$ cat src/rtl/cci_mpf_prim_fifo1_drain_if.sv
// cci_mpf_prim_fifo1_drain_if: upstream FIFO pull port plus downstream valid/ready port
interface cci_mpf_prim_fifo1_drain_if #(
  parameter int N_DATA_BITS = 32
);
  logic [N_DATA_BITS-1:0] in_first;
  logic                   in_notEmpty;
  logic                   in_deq_en;
  logic [N_DATA_BITS-1:0] out_data;
  logic                   out_valid;
  logic                   out_rdy;
  modport master (
    input  in_first, in_notEmpty, out_rdy,
    output in_deq_en, out_data, out_valid
  );
  modport slave (
    output in_first, in_notEmpty, out_rdy,
    input  in_deq_en, out_data, out_valid
  );
endinterface

$ cat src/rtl/cci_mpf_prim_fifo1_drain.sv
// cci_mpf_prim_fifo1_drain: drains a 1-entry FIFO into a 2-entry skid buffer; CCI_MPF_PRIM_FIFO1_DRAIN_STATS_EN adds stall_cnt
module cci_mpf_prim_fifo1_drain #(
  parameter int N_DATA_BITS = 32,
  parameter int N_STAT_BITS = 16
) (
  input logic clk,
  input logic reset_n,
`ifdef CCI_MPF_PRIM_FIFO1_DRAIN_STATS_EN
  output logic [N_STAT_BITS-1:0] stall_cnt,
`endif
  cci_mpf_prim_fifo1_drain_if.master io
);
  if (N_DATA_BITS < 1 || N_STAT_BITS < 1) begin : g_bad_cfg
    $error("cci_mpf_prim_fifo1_drain: widths must be positive");
  end
  typedef enum logic [1:0] {EMPTY = 2'd0, ONE = 2'd1, TWO = 2'd2} state_t;
  state_t state, state_nxt;
  logic [N_DATA_BITS-1:0] head, tail;
  logic deq, acc, load_head, load_tail;
  // Dequeue depends only on registered occupancy, never on out_rdy.
  assign deq = reset_n & io.in_notEmpty & (state != TWO);
  assign acc = io.out_valid & io.out_rdy;
  assign io.in_deq_en = deq;
  assign io.out_valid = state != EMPTY;
  assign io.out_data = head;
  // Next occupancy and which slot captures the upstream head entry.
  always_comb begin
    state_nxt = (state == EMPTY) ? (deq ? ONE : EMPTY) :
                (state == ONE)   ? ((deq & !acc) ? TWO : (!deq & acc) ? EMPTY : ONE) :
                acc ? ONE : TWO;
    load_head = deq & ((state == EMPTY) | acc);
    load_tail = deq & !acc & (state == ONE);
  end
  // Occupancy, head (output) and tail (skid) registers.
  always_ff @(posedge clk or negedge reset_n) begin
    if (!reset_n) begin
      state <= EMPTY;
      head  <= '0;
      tail  <= '0;
    end else begin
      state <= state_nxt;
      if (load_head) head <= io.in_first;
      else if ((state == TWO) && acc) head <= tail;
      if (load_tail) tail <= io.in_first;
    end
  end
`ifdef CCI_MPF_PRIM_FIFO1_DRAIN_STATS_EN
  // Saturating count of cycles where valid data waits on the consumer.
  always_ff @(posedge clk or negedge reset_n) begin
    if (!reset_n) stall_cnt <= '0;
    else if (io.out_valid && !io.out_rdy && !(&stall_cnt)) stall_cnt <= stall_cnt + 1'b1;
  end
`endif
  // Simulation sanity: legal encoding and no dequeue from an empty upstream FIFO.
  always_ff @(posedge clk) begin
    if (reset_n) begin
      assert (state inside {EMPTY, ONE, TWO}) else $fatal(1, "illegal state encoding %0d", state);
      assert (!(io.in_deq_en && !io.in_notEmpty)) else $fatal(1, "in_deq_en asserted with in_notEmpty=0");
    end
  end
endmodule

$ cat src/flat_wrapper.sv
// flat-port wrapper written by rule: the top's interface ports become plain ports
module cci_mpf_prim_fifo1_drain_flat 
#(
  parameter int N_DATA_BITS = 32,
  parameter int N_STAT_BITS = 16
)
  (clk, reset_n, io_in_first, io_in_notEmpty, io_out_rdy, io_in_deq_en, io_out_data, io_out_valid);
  cci_mpf_prim_fifo1_drain_if #(.N_DATA_BITS(N_DATA_BITS)) io_i ();
  input logic clk;
  input logic reset_n;
  input wire logic [$bits(io_i.in_first)-1:0] io_in_first;
  input wire logic [$bits(io_i.in_notEmpty)-1:0] io_in_notEmpty;
  input wire logic [$bits(io_i.out_rdy)-1:0] io_out_rdy;
  output wire logic [$bits(io_i.in_deq_en)-1:0] io_in_deq_en;
  output wire logic [$bits(io_i.out_data)-1:0] io_out_data;
  output wire logic [$bits(io_i.out_valid)-1:0] io_out_valid;
  assign io_i.in_first = io_in_first;
  assign io_i.in_notEmpty = io_in_notEmpty;
  assign io_i.out_rdy = io_out_rdy;
  assign io_in_deq_en = io_i.in_deq_en;
  assign io_out_data = io_i.out_data;
  assign io_out_valid = io_i.out_valid;
  cci_mpf_prim_fifo1_drain #(.N_DATA_BITS(N_DATA_BITS), .N_STAT_BITS(N_STAT_BITS)) u_core (.clk(clk), .reset_n(reset_n), .io(io_i));
endmodule
$ cat config.mk
export PLATFORM = sky130hd
export DESIGN_NAME = cci_mpf_prim_fifo1_drain_flat
export DESIGN_NICKNAME = d
export VERILOG_FILES = /design/src/rtl/cci_mpf_prim_fifo1_drain_if.sv /design/src/rtl/cci_mpf_prim_fifo1_drain.sv /design/src/flat_wrapper.sv
export SDC_FILE = /design/constraint.sdc
export NUM_CORES = 1
export LEC_CHECK = 0
export CORE_UTILIZATION = 54
export CTS_CLUSTER_DIAMETER = 200
export DETAILED_ROUTE_END_ITERATION = 12
export GPL_TIMING_DRIVEN = 1
export PLACE_DENSITY = 0.86
export SYNTH_ARGS = -nofsm -noshare
export SYNTH_HDL_FRONTEND = slang
export SYNTH_SLANG_ARGS = --single-unit
$ cat constraint.sdc
create_clock -name clk -period 4.8 [get_ports clk]
set_clock_uncertainty 0.15 [all_clocks]
set_input_delay 0.48 -clock clk [delete_from_list [all_inputs] [get_ports clk]]
set_output_delay 0.48 -clock clk [all_outputs]
set_load 0.005 [all_outputs]
==> results.cfg <==
[status]
status = finished clean

[place]
gp_congestion = 0.7390
hpwl_mm = 3.329
port_buffers = 69
dp.cells = 317

[final_layout]
final_layout_size_suffix_gt1_share_pct = 32.70
syn_to_final_growth_pct = 29.46
n_antenna_cell = 0
nNetsFinal = 295
fillers = 368
fin_cells = 333

[sta]
post-route-period-util_pct = 52.95
drv_slew = 0
finalSetupViolCount = 0
slew_headroom_pct = 29.07
rsz0062_at_grt = no
hold_viol = 0
tightest_slew_ps = 1064
layout_min_cycle_time_ps = 2541
fin_tns_setup_ps = 0
max_freq_ghz = 0.3935

[routing]
drt_first_pass_iters = 4
vias = 1742
drt_iter0_drc = 78
detail_route.wl_per_cell_um = 15.54
ant_nets = 0
drc = 0
wirelength_mm = 5.174
via_per_inst = 5.231

[cts]
cts_sinks = 66
clkLatencyLatePin_ps = 330
post_cts_resized = 0
root_buffer = clkbuf_8
htreeDepth = 3
clk_pin_slew_ps = 60
cts_hold_buf = 0
cts_tree = done
post_cts_buffers = 0
clockBufferDepth = 2
cts_made_buffers = 9

[worst_setup_path]
timing.rr.start = u_core.state[0]
startpoint_type = input port
path_delay_family = simple AND/OR/NAND/NOR gates
cp_num_buf_inv = 1
cpPeakStageDelay_ps = 640
crit_type = in2reg
endpoint_kind = flop
crit_fanout = 33
reg2regPathDepth = 5
crit_slowest_cell = nand3_2
regToRegSetupSlack_ps = 2410
path_cells = clkdlybuf4s50_1, nand2_1, a21oi_1, ha_1, nand3_2, mux2_2
r2r_end = u_core.tail[24]
required_ps = 4860
crit_arrival_ps = 2600

[floorplan]
rows = 26
die_h_um = 76.68
coreArea_um2 = 5238
die_area_um2 = 5880
io_pins = 70
start_util_pct = 57.50
fp.dieW_um = 76.68

[synth]
synth_cells = 186
ys_types = 15
seq_area_frac_synth_pct = 54.84
synthesis.area_um2 = 3012
synth_fp_nets = 223
yosysWarnings = 0
synth-seq-cells = 66
syn_area_per_cell_um2 = 16.19

[global_routing]
grt_pass1_wl_mm = 8.907
grt_max_degree = 67
grt_pass1_vias = 1885
antenna_found_initial = 0
grt_usage_pct = 19.59
grt.overflow.total = 0

[run]
drv_cap = 0

[power]
cellPowerDensity_nw_per_um2 = 595.6
p_leak_uw = 0.001781
vdd_ir_drop_max_uv = 387.5

[worst_hold_path]
hold_class = in2async
==> Yosys cell counts <==
| library cell | number | share of area (%) |
|---|---|---|
| dfrtp_1 | 66 | 55 |
| mux2_2 | 37 | 14 |
| mux2_1 | 30 | 11 |
| mux2_4 | 30 | 15 |
| buf_2 | 6 | 1.0 |
| nand2_1 | 4 | 0.50 |
| buf_6 | 3 | 1.1 |
| inv_1 | 2 | 0.25 |
| o21ai_0 | 2 | 0.33 |
| a21o_1 | 1 | 0.25 |
| a21oi_1 | 1 | 0.17 |
| ha_1 | 1 | 0.42 |
| nand3_1 | 1 | 0.17 |
| nand3b_4 | 1 | 0.66 |
| or2_4 | 1 | 0.29 |
==> layout make-up <==
type	count	area, um^2	share of cell area, %
clock buffers	13	148.9	3.819
clock inverters	3	15.01	0.3851
inverters	2	7.507	0.1926
multi-input cells	109	1295	33.22
flip-flops and latches	66	1652	42.36
well taps	70	87.58	2.246
repair buffers	70	693.2	17.78
==> registers in the layout, summed over array words and instances (netlist names) <==
register,count
u_core.io.out_data,32
u_core.state,2
u_core.tail,32
==> per-stage QoR <==
step | power [uW] | hold WS [ps] | setup slack, ps | instance area, um^2 | util (%)
floorplan | 1528 | 34.41 | 2967 | 3012 | -
global placement | 1907 | 330.5 | 1962 | 3735 | 71.31
detailed placement | 1950 | 336.5 | 1910 | 3735 | 71.31
CTS | 2354 | 229.4 | 2227 | 3899 | 74.44
global route | 2464 | 295.7 | 2136 | 3899 | 74.44
finish | 2322 | 210.5 | 2259 | 3899 | 74.44
==> layer usage <==
| layer | GRT usage, % | up-vias | wire length, um |
|---|---|---|---|
| li1 | - | 811 | - |
| met1 | 25.12 | 875 | 2316 |
| met2 | 31.07 | 46 | 2542 |
| met3 | 4.167 | 10 | 208 |
| met4 | 10.58 | 0 | 107 |
| met5 | 0 | - | 0 |
==> cells in the final DEF (no fill, tap or decap) <==
| cell | count |
|---|---|
| mux2_2 | 37 |
| a21oi_1 | 1 |
| clkbuf_1 | 3 |
| nand3_2 | 1 |
| mux2_4 | 30 |
| buf_4 | 1 |
| dfrtp_1 | 66 |
| clkbuf_8 | 10 |
| ha_1 | 1 |
| clkdlybuf4s50_1 | 68 |
| inv_1 | 2 |
| mux2_1 | 30 |
| a21o_2 | 1 |
| nand3b_4 | 1 |
| nand2_1 | 4 |
| o21ai_0 | 2 |
| or2_4 | 1 |
| buf_2 | 1 |
| clkinv_2 | 3 |
==> worst max path at each step <==
stage / depth (start not counted) / end / slack [ps] / from
floorplan: 6 / u_core.tail[11] / 2970 / reset_n
global placement: 6 / u_core.tail[8] / 1960 / io_in_notEmpty
global route: 6 / u_core.tail[24] / 2140 / io_in_notEmpty
detailed placement: 6 / u_core.tail[12] / 1910 / io_in_notEmpty
finish: 6 / u_core.tail[24] / 2260 / io_in_notEmpty
CTS: 6 / u_core.tail[24] / 2230 / io_in_notEmpty
==> power breakdown <==
group	internal (uW)	switching, uW	total, uW
Combinational	685	258	944
Sequential	837	148	985
Clock	200	194	394
==> cells by family (layout without fill, tap and decap cells) <==
group                      count (synthesis)  after routing  synth area share (%)
and+or+nand+nor                            7              7                 1.620
adders and majority gates                  1              1                0.4154
buffers and inverters                     11             88                 2.368
AOI/OAI and AO/OA                          4              4                0.7478
muxes                                     97             97                 40.01
DFF                                       66             66                 54.84
==> worst register-to-register path, stage by stage, from the launching register on <==
cell and delay (ps):
dfrtp_1 450, or2_4 260, nand2_1 70, ha_1 150, nand3_2 640, mux2_2 550
(Power assumes the default switching activity.)
